==> src/rtl/tdc_rx_pkg.sv <==
// Shared types and constants for the TDC serial-stream receiver.
// Holds the receiver FSM state encoding and the frame bit values.
package tdc_rx_pkg;

    typedef enum logic [2:0] {
        IDLE,
        START,
        DATA,
        PARITY,
        STOP,
        WAIT_IDLE
    } rx_state_t;

    localparam logic START_BIT = 1'b0;
    localparam logic STOP_BIT  = 1'b1;

    // Widest payload the parity helper accepts; narrower words zero-extend.
    localparam int PAR_MAX_W = 64;

    function automatic logic even_parity(input logic [PAR_MAX_W-1:0] d);
        return ^d;
    endfunction

endpackage

==> src/rtl/tdc_rx_fifo.sv <==
// First-word-fall-through word buffer for the TDC receiver.
// A push onto a full buffer is ignored; the caller counts the drop.
module tdc_rx_fifo #(
    parameter int DATA_W = 16,
    parameter int DEPTH  = 8
) (
    input  logic                     CLK,
    input  logic                     RESETB,
    input  logic                     push,
    input  logic                     pop,
    input  logic [DATA_W-1:0]        din,
    output logic [DATA_W-1:0]        dout,
    output logic                     empty,
    output logic                     full,
    output logic [$clog2(DEPTH):0]   count
);

    localparam int AW = $clog2(DEPTH);

    logic [DATA_W-1:0] mem_q [DEPTH];
    logic [DATA_W-1:0] mem_d [DEPTH];
    logic [AW-1:0]     wr_q, wr_d;
    logic [AW-1:0]     rd_q, rd_d;
    logic [AW:0]       cnt_q, cnt_d;
    logic              do_push;
    logic              do_pop;

    assign empty   = (cnt_q == '0);
    assign full    = (cnt_q == (AW+1)'(DEPTH));
    assign count   = cnt_q;
    assign dout    = mem_q[rd_q];
    assign do_push = push && !full;
    assign do_pop  = pop && !empty;

    // Next-state for storage, pointers and occupancy.
    always_comb begin
        mem_d = mem_q;
        wr_d  = wr_q;
        rd_d  = rd_q;
        cnt_d = cnt_q;
        if (do_push) begin
            mem_d[wr_q] = din;
            wr_d        = wr_q + 1'b1;
        end
        if (do_pop) begin
            rd_d = rd_q + 1'b1;
        end
        unique case ({do_push, do_pop})
            2'b10:   cnt_d = cnt_q + 1'b1;
            2'b01:   cnt_d = cnt_q - 1'b1;
            default: cnt_d = cnt_q;
        endcase
    end

    // Register storage and pointers; reset flushes and zeroes the head word.
    always_ff @(posedge CLK) begin
        if (!RESETB) begin
            for (int i = 0; i < DEPTH; i++) begin
                mem_q[i] <= '0;
            end
            wr_q  <= '0;
            rd_q  <= '0;
            cnt_q <= '0;
        end else begin
            mem_q <= mem_d;
            wr_q  <= wr_d;
            rd_q  <= rd_d;
            cnt_q <= cnt_d;
        end
    end

endmodule

==> src/rtl/tdc_rx_deser.sv <==
// Serial receiver for the tdc_top DATA_OUT stream: sync, frame, check,
// buffer, and count dropped words with saturating status counters.
module tdc_rx_deser
    import tdc_rx_pkg::*;
#(
    parameter int DATA_W     = 16,
    parameter int CLK_DIV    = 10,
    parameter int FIFO_DEPTH = 8,
    parameter int CNT_W      = 8
) (
    input  logic                          CLK,
    input  logic                          RESETB,
    input  logic                          ENABLE,
    input  logic                          CLR_CNT,
    input  logic                          RX_DATA,
    output logic [DATA_W-1:0]             DATA,
    output logic                          DATA_VALID,
    input  logic                          DATA_READY,
    output logic [$clog2(FIFO_DEPTH):0]   FIFO_COUNT,
    output logic                          BUSY,
    output logic [CNT_W-1:0]              OVERFLOW_CNT,
    output logic [CNT_W-1:0]              PARITY_ERR_CNT,
    output logic [CNT_W-1:0]              FRAME_ERR_CNT
);

    localparam int CW = $clog2(CLK_DIV);
    localparam int BW = $clog2(DATA_W);
    localparam logic [CW-1:0]    CNT_FULL = CW'(CLK_DIV - 1);
    localparam logic [CW-1:0]    CNT_HALF = CW'(CLK_DIV / 2 - 1);
    localparam logic [BW-1:0]    BIT_LAST = BW'(DATA_W - 1);
    localparam logic [CNT_W-1:0] SAT_MAX  = '1;

    logic              rx_meta_q, rx_meta_d;
    logic              rx_s_q, rx_s_d;
    logic              rx_prev_q, rx_prev_d;
    rx_state_t         state_q, state_d;
    logic [CW-1:0]     cnt_q, cnt_d;
    logic [BW-1:0]     bit_q, bit_d;
    logic [DATA_W-1:0] shift_q, shift_d;
    logic              par_err_q, par_err_d;
    logic [CNT_W-1:0]  ovf_q, ovf_d;
    logic [CNT_W-1:0]  perr_q, perr_d;
    logic [CNT_W-1:0]  ferr_q, ferr_d;
    logic              sample;
    logic              push;
    logic              perr_inc;
    logic              ferr_inc;
    logic              ovf_inc;
    logic              fifo_empty;
    logic              fifo_full;

    assign sample         = (cnt_q == '0);
    assign ovf_inc        = push && fifo_full;
    assign DATA_VALID     = !fifo_empty;
    assign BUSY           = (state_q != IDLE);
    assign OVERFLOW_CNT   = ovf_q;
    assign PARITY_ERR_CNT = perr_q;
    assign FRAME_ERR_CNT  = ferr_q;

    // Two-stage synchroniser plus a delayed copy for falling-edge detect.
    always_comb begin
        rx_meta_d = RX_DATA;
        rx_s_d    = rx_meta_q;
        rx_prev_d = rx_s_q;
    end

    // Frame FSM: mid-bit sampling, MSB-first shift, parity and stop checks.
    always_comb begin
        state_d   = state_q;
        cnt_d     = cnt_q;
        bit_d     = bit_q;
        shift_d   = shift_q;
        par_err_d = par_err_q;
        push      = 1'b0;
        perr_inc  = 1'b0;
        ferr_inc  = 1'b0;
        if (!ENABLE) begin
            state_d = IDLE;
        end else begin
            unique case (state_q)
                IDLE: begin
                    if (rx_prev_q && !rx_s_q) begin
                        state_d = START;
                        cnt_d   = CNT_HALF;
                    end
                end
                START: begin
                    if (!sample) begin
                        cnt_d = cnt_q - 1'b1;
                    end else if (rx_s_q == START_BIT) begin
                        state_d = tdc_rx_pkg::DATA;
                        cnt_d   = CNT_FULL;
                        bit_d   = '0;
                    end else begin
                        state_d = IDLE;
                    end
                end
                tdc_rx_pkg::DATA: begin
                    if (!sample) begin
                        cnt_d = cnt_q - 1'b1;
                    end else begin
                        shift_d = {shift_q[DATA_W-2:0], rx_s_q};
                        cnt_d   = CNT_FULL;
                        bit_d   = bit_q + 1'b1;
                        if (bit_q == BIT_LAST) begin
                            state_d = PARITY;
                        end
                    end
                end
                PARITY: begin
                    if (!sample) begin
                        cnt_d = cnt_q - 1'b1;
                    end else begin
                        par_err_d = rx_s_q ^ even_parity(PAR_MAX_W'(shift_q));
                        cnt_d     = CNT_FULL;
                        state_d   = STOP;
                    end
                end
                STOP: begin
                    if (!sample) begin
                        cnt_d = cnt_q - 1'b1;
                    end else if (rx_s_q != STOP_BIT) begin
                        ferr_inc = 1'b1;
                        state_d  = WAIT_IDLE;
                    end else if (par_err_q) begin
                        perr_inc = 1'b1;
                        state_d  = IDLE;
                    end else begin
                        push    = 1'b1;
                        state_d = IDLE;
                    end
                end
                WAIT_IDLE: begin
                    if (rx_s_q) begin
                        state_d = IDLE;
                    end
                end
                default: state_d = IDLE;
            endcase
        end
    end

    // Saturating status counters; a clear beats a same-cycle increment.
    always_comb begin
        ovf_d  = ovf_q;
        perr_d = perr_q;
        ferr_d = ferr_q;
        if (CLR_CNT) begin
            ovf_d  = '0;
            perr_d = '0;
            ferr_d = '0;
        end else begin
            if (ovf_inc && ovf_q != SAT_MAX) ovf_d = ovf_q + 1'b1;
            if (perr_inc && perr_q != SAT_MAX) perr_d = perr_q + 1'b1;
            if (ferr_inc && ferr_q != SAT_MAX) ferr_d = ferr_q + 1'b1;
        end
    end

    // State registers; synchroniser resets to the idle-high line level.
    always_ff @(posedge CLK) begin
        if (!RESETB) begin
            rx_meta_q <= 1'b1;
            rx_s_q    <= 1'b1;
            rx_prev_q <= 1'b1;
            state_q   <= IDLE;
            cnt_q     <= '0;
            bit_q     <= '0;
            shift_q   <= '0;
            par_err_q <= 1'b0;
            ovf_q     <= '0;
            perr_q    <= '0;
            ferr_q    <= '0;
        end else begin
            rx_meta_q <= rx_meta_d;
            rx_s_q    <= rx_s_d;
            rx_prev_q <= rx_prev_d;
            state_q   <= state_d;
            cnt_q     <= cnt_d;
            bit_q     <= bit_d;
            shift_q   <= shift_d;
            par_err_q <= par_err_d;
            ovf_q     <= ovf_d;
            perr_q    <= perr_d;
            ferr_q    <= ferr_d;
        end
    end

    tdc_rx_fifo #(
        .DATA_W (DATA_W),
        .DEPTH  (FIFO_DEPTH)
    ) u_fifo (
        .CLK    (CLK),
        .RESETB (RESETB),
        .push   (push),
        .pop    (DATA_READY),
        .din    (shift_q),
        .dout   (DATA),
        .empty  (fifo_empty),
        .full   (fifo_full),
        .count  (FIFO_COUNT)
    );

endmodule
==> config.mk <==
export PLATFORM = sky130hd
export DESIGN_NAME = tdc_rx_deser
export DESIGN_NICKNAME = d
export VERILOG_FILES = /design/src/rtl/tdc_rx_pkg.sv /design/src/rtl/tdc_rx_fifo.sv /design/src/rtl/tdc_rx_deser.sv
export SDC_FILE = /design/constraint.sdc
export NUM_CORES = 1
export LEC_CHECK = 0
export CAP_MARGIN = 20
export CORE_ASPECT_RATIO = 0.75
export CORE_MARGIN = 5
export CORE_UTILIZATION = 39
export CTS_CLUSTER_SIZE = 10
export DETAILED_ROUTE_END_ITERATION = 8
export PLACE_DENSITY = 0.62
export RECOVER_POWER = 50
export SLEW_MARGIN = 5
export SYNTH_ARGS = -nofsm -noshare
export SYNTH_HDL_FRONTEND = slang
export SYNTH_HIERARCHICAL = 1
export SYNTH_SLANG_ARGS = --single-unit
==> constraint.sdc <==
create_clock -name CLK -period 5.6 [get_ports CLK]
set_input_delay 1.68 -clock CLK [delete_from_list [all_inputs] [get_ports CLK]]
set_output_delay 1.68 -clock CLK [all_outputs]
set_load 0.005 [all_outputs]
Word-level counts from Yosys, hierarchy flattened
Index checks and enable logic that the tools add are counted.
- reductions and logical operators: 27
- eq/ne operators: 22
- order comparisons: 3
- $add $sub $neg: 9
- bitwise gates (word level): 4
- muxes and demuxes: 41
- operator list (operator ; number):
    128-bit bitwise mux ; 1
    64-bit XOR reduction ; 1
    16-bit binary-select mux with 3-bit select ; 1
    16-bit demux with 3-bit select ; 1
    16-bit two-way mux ; 3
    4-bit two-way mux ; 8
    8-bit by 1-bit adder with 8-bit output, second input constant ; 3
    3-bit two-way mux ; 8
    8-bit inequality test, second input constant ; 3
    2-bit inequality test, second input constant ; 9
    3-bit case mux with 6 select lines ; 1
    4-bit case mux with 2 select lines ; 2
    4-bit case mux with 4 select lines ; 1
    1-bit two-way mux ; 14
    5-bit AND reduction ; 2
    4-bit by 1-bit adder with 4-bit output, second input constant ; 2
    4-bit equality test, second input constant ; 2
    4-bit greater-or-equal comparator, second input constant ; 2
    1-bit logical AND ; 8
    4-bit zero test ; 2
    3-bit inverter with 4-bit output ; 2
    4-bit by 1-bit subtractor with 4-bit output, second input constant ; 2
    7-bit AND reduction ; 1
    3-bit by 1-bit adder with 3-bit output, second input constant ; 2
    other kinds (18) ; 25
- output and inout port bits: 46
- bits in registers: 193
- bits of input ports: 6
- word-level logic and storage cells: 128

Depth between registers and ports, before layout
Gate-level depths: netlist of the first run.
- depth in word-level cells: 8
- gate-level depth with buffers: 14
- gate-level depth less buffers: 12

By module
Netlist of the first run, hierarchy kept.
- modules (own cells, without submodules) (module ; cells each ; area each (sq um) ; instances):
    tdc_rx_fifo ; 650 ; 6497.5 ; 1
    tdc_rx_deser ; 320 ; 2735.1 ; 1

Least setup slack after synthesis of the first run
No wires, ideal clock.
- kind: input port to flip-flop
- from: in ENABLE
- to: reg u_fifo.cnt_q[3] (netlist: u_fifo/count[3])
- buffers on the path: 2
- setup time: 0.072 ns
- setup slack: 1.471 ns
- data arrival time: 4.057 ns
- required time: 5.528 ns
- cell stages on the path: 12
- cells stage by stage: and4bb_2 > buf_2 > buf_1 > nand2_1 > nor2_1 > nand2_1 > ha_1 > ha_1 > a21o_1 > a21oi_1 > mux2i_1 > mux2i_1
- longest elaborated chain between the ends: 4
- elaborated cells on any way between the ends: 6
- RTL lines (element ; line ; source):
    start, declared ; tdc_rx_deser.sv:13 ; input logic ENABLE,
    1-bit two-way mux * ; tdc_rx_deser.sv:77 ; if (!ENABLE) begin
    via push ; tdc_rx_deser.sv:45 ; logic push;
    1-bit logical AND * ; tdc_rx_fifo.sv:32 ; assign do_push = push && !full;
    2-bit by 1-bit equality test with 1-bit output or 2-bit equality test (tied branches) ; tdc_rx_fifo.sv:48 ; unique case ({do_push, do_pop})
    4-bit case mux with 2 select lines or 2-bit nonzero test (tied branches) ; n/a ;
    end signal, assigned ; tdc_rx_fifo.sv:68 ; cnt_q <= cnt_d;
    end, declared ; tdc_rx_fifo.sv:24 ; logic [AW:0] cnt_q, cnt_d;
Mark *: on every way through the listed nets, which the timed path passes. The rest lies on a longest branch.
A chain may end at the register's enable or synchronous reset.

Worst setup path after layout of the first run
- from: in ENABLE
- to: reg u_fifo/mem_q[75] in the netlist's numbering
- longest elaborated chain between the ends: 2
- RTL lines (element ; line ; source):
    1-bit two-way mux ; tdc_rx_deser.sv:77 ;
    via push ; tdc_rx_deser.sv:45 ;
    1-bit logical AND ; tdc_rx_fifo.sv:32 ;
    end signal, assigned ; tdc_rx_fifo.sv:65 ; mem_q <= mem_d;
    end, declared ; tdc_rx_fifo.sv:20 ; logic [DATA_W-1:0] mem_q [DEPTH];
The timed path passes the listed nets, and every way through them passes these cells.

==> out/metrics.csv, run 1 <==
metric,value,unit
drt_iter0_markers,405,
violations,"max-capacitance violations, max-slew violations",
grt_pass1_wl,34900,um
fmax,209,MHz
crit_fanout,16,
async_flop_share,0,%
wirelength,21600,um
rsz0062_at_grt,no,
clk_latency,0.45,ns
setup_tns,0,ns
powerDensity,254,nW/um2
drc_errors,0,
r2r_start,rx_prev_d,
pre_cts_slack,1.12,ns
p_total,2.63,mW
hold_path.class,register to register,
final.setup_skew,0.0144,ns
n_antenna_cell,0,
grt_usage,16.4,%
worst_pin_slew,1.81,ns
die_x,188,um
dp.cells,1254,
synth_area_leaders,"dfxtp_1 42%, nand2_1 8.3%, mux4_2 7.8%",
antenna_found_initial,0,
grt_max_degree,106,
final_antenna_net_count,0,
cp-end-kind,register,
drv_cap,2,
gp_congestion,0.749,
synth.net_count,987,
cts_setup_buffers,0,
syn-cell-area,9230,um2
detail_route.wl_per_cell,16.8,um
post_synth_num_cell_types,61,
crit_path_start,ENABLE,
netlist_instances,970,
vias,6660,
num_io_pins,52,
cts.sinks,193,
drive_gt1_share,11.2,%
leakagePower,3.51,nW
hold_buffers,0,
finalCritPeriodShare,85.5,%
cp-start-kind,input port,
area_growth,12.4,%
hpwl,13200,um
setup_viol,0,
worstPathArrival,5.12,ns
grt_pass1_vias,6329,
cp.required,5.93,ns
r2r.worst_path.cells,8,
cts_tree,yes,
cts_resized,0,
min_path_cells,1,
cts_buffers,17,
core-area,23200,um2
clk_pin_slew_worst_paths,0.08,ns
min_from,rx_meta_q,
die-area,26900,um2
post-route-min-period,4.79,ns
yosysSeqAreaShare,41.8,%
ir_drop,0.000197,V
first_pass_iters,7,
nNetsFinal,990,
yosysTopAreaCell,dfxtp_1,
final_cells,1286,
slew_viol_final,123,
h-tree-depth,4,
ys_warn_count,6,
synth_top_area_share,41.8,%
ctsLongestPathBuffers,2,
synth_edf_count,0,
grt.overflow.total,0,
critPathKind,input port to register,
rows,48,
die_y,143,um
fin_util,44.8,%
max-slew-margin-rel,-20.8,%
status,finished with violations,
via_per_inst,5.18,
ys.flop_type,dfxtp_1,
setup_ws,0.810,ns
clock-root-buffer,clkbuf_16,
final-hold-violation-count,0,
start_util,39.8,%
synth-seq-cells,193,
avgSynthCellArea,9.52,um2
port_buffers,51,
==> cells by family after synthesis <==
kind of cell	share of synthesized area, %
and+or+nand+nor	21.3
DFF	41.8
AOI/OAI and AO/OA	10.7
muxes	15.6
buffers and inverters	5.05
xor gates and xnor gates	3.94
adders and majority gates	1.57
==> sequential cells by signal, summed over array words and instances, names as in the netlist <==
name and flops:
rx_prev_d 1, PARITY_ERR_CNT 8, rx_prev_q 1, u_fifo/count 4, rx_meta_q 1, state_q 3
cnt_q 4, shift_q 16, par_err_q 1, u_fifo/mem_q 128, FRAME_ERR_CNT 8, bit_q 4
OVERFLOW_CNT 8, u_fifo/rd_q 3, u_fifo/wr_q 3
==> metal layers <==
metal / part of all wire [%] / global-route usage, % / vias to the layer above
met1: 49 / 22.7 / 3205
met4: 1.6 / 4.79 / 0
met2: 46 / 26.2 / 115
met5: 0 / 0 / -
met3: 4.1 / 3.59 / 26
li1: - / - / 3314
==> layout by cell type, fill, tap and decap left out, types with 4 or more instances in the layout <==
| cell type | instances |
|---|---|
| a21boi_1 | 55 |
| a21oi_1 | 7 |
| inv_1 | 13 |
| dfxtp_1 | 191 |
| nand3_1 | 31 |
| mux2i_1 | 53 |
| a21boi_0 | 47 |
| nor4b_1 | 4 |
| dlygate4sd3_1 | 31 |
| clkbuf_16 | 17 |
| nand2b_1 | 8 |
| xor2_1 | 4 |
| inv_8 | 5 |
| nand2_1 | 204 |
| nand4_1 | 4 |
| mux2_2 | 17 |
| clkdlybuf4s50_1 | 19 |
| nor2b_1 | 52 |
| o21ai_0 | 10 |
| and2_1 | 5 |
| ha_1 | 10 |
| xnor2_1 | 35 |
| buf_4 | 13 |
| nor2_1 | 32 |
| nor4_1 | 6 |
| nor3_1 | 9 |
| nor3b_1 | 5 |
| mux4_2 | 32 |
==> power breakdown <==
part	internal [mW]	switching, mW
registers	1.37	0.00279
clock network	0.611	0.592
logic	0.0244	0.0313
total	2.01	0.626
==> cell type report <==
class,count,area [um2]
fill,2267,12800
multi-input combinational,681,4900
clock buffer,19,453
timing repair buffer,66,611
sequential,193,3870
inverter,14,55.1
tap,300,375
clock inverter,13,119
==> cell usage after synthesis (3+ instances only) <==
cell,instances
mux4_2,32
buf_2,16
nor4_4,3
nand4_1,4
and2_1,8
ha_1,10
buf_6,6
nor2b_1,52
inv_1,13
dfxtp_1,193
nor4_1,6
a21boi_1,69
nand2b_1,8
a21boi_0,33
nand2_1,204
buf_4,6
o21a_1,3
a31oi_1,3
xnor2_1,35
xor2_1,4
nor3_1,9
clkbuf_1,51
nor2_1,32
nand3_1,30
nor3b_1,6
a21oi_1,7
mux2i_1,53
mux2_2,17
nor4b_1,3
o21ai_0,10
or3_1,3
==> worst max-delay path: stages <==
cell and delay (ns):
dlygate4sd3_1 0.58, and4bb_1 0.33, nand2_1 0.10, nor2_1 0.32, nand2_1 0.28, nor4b_1 0.31
clkbuf_1 1.16, mux2i_1 0.28, nor2b_1 0.07
==> stage by stage <==
stage / hold slack [ns] / cell area (um2)
floorplan: 0.386 / 9230
global placement: 0.405 / 9840
detailed placement: 0.400 / 9840
CTS: 0.430 / 10400
global route: 0.439 / 10400
finish: 0.429 / 10400
==> path summary, 6_finish.rpt <==
path	slack (ns)	end
max	0.81	u_fifo/mem_q[75]
max reg2reg	1.89	u_fifo/mem_q[75]
min reg2reg	0.43	rx_prev_d
min	0.43	rx_prev_d
Power figures use the tool's default switching activity.
==> run 2: changes to the inputs <==
--- a/config.mk
+++ b/config.mk
@@ -5,7 +5,6 @@
 export SDC_FILE = /design/constraint.sdc
 export NUM_CORES = 1
 export LEC_CHECK = 0
-export CAP_MARGIN = 20
 export CORE_ASPECT_RATIO = 0.75
 export CORE_MARGIN = 5
 export CORE_UTILIZATION = 39
==> constraint.sdc (replaced) <==
create_clock -name CLK -period 5.9 [get_ports CLK]
set_input_delay 1.77 -clock CLK [delete_from_list [all_inputs] [get_ports CLK]]
set_output_delay 1.77 -clock CLK [all_outputs]
set_load 0.005 [all_outputs]
==> out/metrics.csv, run 2 (same netlist as run 1, synthesis figures left out) <==
metric,value,unit
status,finished with violations,
violations,"max-capacitance violations, max-slew violations",
largest_register_ffs,128,
cts_tree,yes,
layout_commonest_cell,nand2_1,
first_pass_iters,5,
num_io_pins,52,
drv_cap,2,
whs,0.433,ns
grt_max_degree,114,
ir_drop,0.000202,V
cts.sinks,193,
final_antenna_net_count,0,
cp-start-kind,input port,
clk_latency,0.45,ns
critPathKind,input port to register,
die_y,143,um
via_per_inst,5.23,
met1_length,11400,um
antenna_found_initial,0,
grt_pass1_wl,36400,um
grt.overflow.total,0,
placed_cell_area,9830,um2
worst_pin_slew,2.05,ns
max-slew-margin-rel,-36.4,%
fin_util,44.6,%
hold_path.class,register to register,
p_total,2.47,mW
cp.required,6.25,ns
finalCritPeriodShare,83.5,%
slew_viol_final,174,
fill_cells,2266,
most-common-layout-cells,"204 x nand2_1, 191 x dfxtp_1, 59 x a21boi_1",
clk_pin_slew_worst_paths,0.07,ns
leakagePower,3.49,nW
n_antenna_cell,0,
grt_pass1_vias,6451,
dr.max_layer_used,met4,
top_register,u_fifo/mem_q,
die-area,26900,um2
core-area,23200,um2
final.setup_skew,0.0287,ns
cts_setup_buffers,0,
hold_buffers,0,
top_regs,"u_fifo/mem_q: 128 flops, shift_q: 16 flops",
final_cells,1283,
dr_wl_met3,658,um
port_buffers,51,
crit_fanout,113,
drt_iter0_markers,506,
cts_resized,0,
post-route-min-period,4.93,ns
rows,48,
drive_gt1_share,10.7,%
grt_usage,17.1,%
ctsLongestPathBuffers,2,
area_growth,12.1,%
pre_cts_slack,1.25,ns
vias,6706,
rsz0062_at_grt,no,
final_area,10300,um2
gp_congestion,0.772,
setup_tns,0,ns
wirelength,22400,um
setup_ws,0.974,ns
die_x,188,um
dp.cells,1251,
drc_errors,0,
start_util,39.8,%
cts_buffers,17,
hpwl,13600,um
cp-end-kind,register,
fmax,203,MHz
dr_wl_met2,9960,um
clock-root-buffer,clkbuf_16,
nNetsFinal,987,
worstPathArrival,5.28,ns
powerDensity,238,nW/um2
final-hold-violation-count,0,
detail_route.wl_per_cell,17.4,um
setup_viol,0,
h-tree-depth,4,
==> run 2: final timing paths <==
kind | start | end | slack [ns] | depth (start not counted)
hold reg to reg | rx_meta_q | rx_prev_d | 0.43 | 1
hold / removal | rx_meta_q | rx_prev_d | 0.43 | 1
setup / recovery | RESETB | par_err_q | 0.97 | 4
setup reg to reg | cnt_q[0] | bit_q[3] | 2.32 | 7
==> run 2: layout make-up <==
type                            instances  area (um2)  share of cell area (%)
Timing Repair Buffer                   63         593                    5.73
Inverter                               14        55.1                   0.532
Tap cell                              300         375                    3.63
Sequential cell                       193        3870                    37.4
Clock buffer                           18         429                    4.15
Clock inverter                         14         124                    1.20
Multi-Input combinational cell        681        4900                    47.4
==> run 2: where the power goes <==
group          total (mW)  internal [mW]  switching, mW
clock network        1.11          0.553          0.553
registers            1.31           1.30        0.00265
logic              0.0544         0.0243         0.0301
==> run 2: routing by layer <==
metal | vias to the layer above | GRT usage (%)
li1 | 3308 | -
met1 | 3272 | 24.5
met2 | 106 | 26.4
met3 | 20 | 3.32
met4 | 0 | 5.02
met5 | - | 0
==> run 2: critical path, stage by stage <==
cell and delay [ns]:
clkbuf_2 1.36, clkbuf_1 1.56, nand4_1 0.21, o211ai_1 0.26
==> run 3: changes to the inputs <==
==> constraint.sdc (replaced) <==
create_clock -name CLK -period 4.9 [get_ports CLK]
set_input_delay 1.47 -clock CLK [delete_from_list [all_inputs] [get_ports CLK]]
set_output_delay 1.47 -clock CLK [all_outputs]
set_load 0.005 [all_outputs]
==> out/metrics.csv, run 3 (same netlist as run 1, synthesis figures left out) <==
metric,value,unit
worst_pin_slew,1.82,ns
via_per_inst,5.18,
drv_cap,2,
area_growth,12.7,%
worstPathArrival,4.53,ns
num_io_pins,52,
cts_buffers,17,
most-common-layout-cells,"204 x nand2_1, 191 x dfxtp_1, 60 x a21boi_1",
sw_frac_of_total,23.8,%
detail_route.wl_per_cell,16.7,um
port_buffers,51,
grt.overflow.total,0,
drc_errors,0,
grt_pass1_vias,6392,
grt_pass1_wl,35200,um
first_pass_iters,5,
violations,"max-capacitance violations, max-slew violations",
post-route-min-period,4.23,ns
grt_max_degree,78,
start_util,39.8,%
cts.sinks,193,
slew_viol_final,98,
clk_pin_slew_worst_paths,0.07,ns
p_total,2.97,mW
drive_gt1_share,11.3,%
largest_register_ffs,128,
setup_tns,0,ns
ctsLongestPathBuffers,2,
critPathKind,input port to register,
grt_usage,16.4,%
r2r.worst_path.cells,9,
antenna_found_initial,0,
whs,0.425,ns
clock-root-buffer,clkbuf_16,
netSwitchingPower,0.705,mW
hold_buffers,0,
status,finished with violations,
vias,6703,
comb_power_share,2.1,%
hold_path.class,register to register,
rows,48,
hpwl,13800,um
fmax,236,MHz
drt_iter0_markers,477,
clk_latency,0.44,ns
rsz0062_at_grt,no,
min_path_cells,1,
powerDensity,285,nW/um2
setup_viol,0,
clockPowerShare,44.9,%
max-slew-margin-rel,-21.1,%
core-area,23200,um2
leakagePower,3.53,nW
die_y,143,um
finalCritPeriodShare,86.4,%
final_antenna_net_count,0,
cts_resized,0,
final-hold-violation-count,0,
cp.required,5.19,ns
cp-start-kind,input port,
layout_commonest_cell,nand2_1,
die-area,26900,um2
top_register,u_fifo/mem_q,
seqPwrFrac,53.0,%
nNetsFinal,997,
ir_drop,0.000257,V
h-tree-depth,4,
gp_congestion,0.767,
n_antenna_cell,0,
crit_fanout,25,
cts_tree,yes,
cp-end-kind,register,
wirelength,21600,um
p_int,2.26,mW
die_x,188,um
top_regs,"u_fifo/mem_q: 128 flops, shift_q: 16 flops",
final.setup_skew,0.0109,ns
cts_setup_buffers,0,
==> run 3: cell count changes in the layout (fill, tap and decap cells not counted), sizes merged <==
cell and delta:
clkinvlp -2, buf +8, clkbuf +1, clkinv +2, inv +1
==> run 3: layer usage <==
metal | vias up | part of all wire, % | global-route usage (%) | routed length, um
met3 | 12 | 4.0 | 3.08 | 853
met4 | 0 | 0.86 | 4.32 | 186
met1 | 3252 | 49 | 22.7 | 10600
li1 | 3330 | - | - | -
met5 | - | 0 | 0 | 0
met2 | 109 | 46 | 26.5 | 9960
==> run 3: worst max-delay path: stages <==
cell	delay [ns]
dlygate4sd3_1	0.59
and4bb_1	0.30
clkbuf_1	0.93
nand3_1	0.50
nor4b_1	0.49
xnor2_1	0.17
nor2_1	0.05
==> run 3: final timing paths <==
path	startpoint	endpoint	slack (ns)
worst max-delay path	ENABLE	PARITY_ERR_CNT[5]	0.67
worst min-delay path	rx_meta_q	rx_prev_d	0.42
worst max register to register	rx_prev_d	u_fifo/mem_q[63]	1.69
worst min register to register	rx_meta_q	rx_prev_d	0.42
==> run 3: power groups by stage <==
| stage | Clock, mW | Sequential (mW) | Combinational (mW) |
|---|---|---|---|
| global placement | 0 | 1.61 | 0.0643 |
| CTS | 1.37 | 1.57 | 0.0642 |
| global route | 1.44 | 1.57 | 0.0699 |
| floorplan | 0 | 1.61 | 0.0494 |
| detailed placement | 0 | 1.61 | 0.0642 |
| finish | 1.33 | 1.57 | 0.0636 |
==> run 3: cell type report <==
cell class / count / area [um2]
clock inverters: 15 / 126
repair buffers: 73 / 661
flip-flops and latches: 193 / 3870
fillers: 2204 / 12800
well taps: 300 / 375
multi-input cells: 681 / 4890
inverters: 14 / 55.1
clock buffers: 17 / 425
==> run 3: through the flow <==
step | cells | cell area (um2) | worst slack [ns] | util, %
6_report | 1293 | 10400 | 0.669 | 44.9
5_1_grt | 1293 | 10400 | 0.393 | 44.9
4_1_cts | 1293 | 10500 | 0.735 | 45.1
3_5_place_dp | 1261 | 9910 | 0.811 | 42.7
3_3_place_gp | 1261 | 9910 | 0.874 | 42.7
2_1_floorplan | 970 | 9230 | 0.981 | -
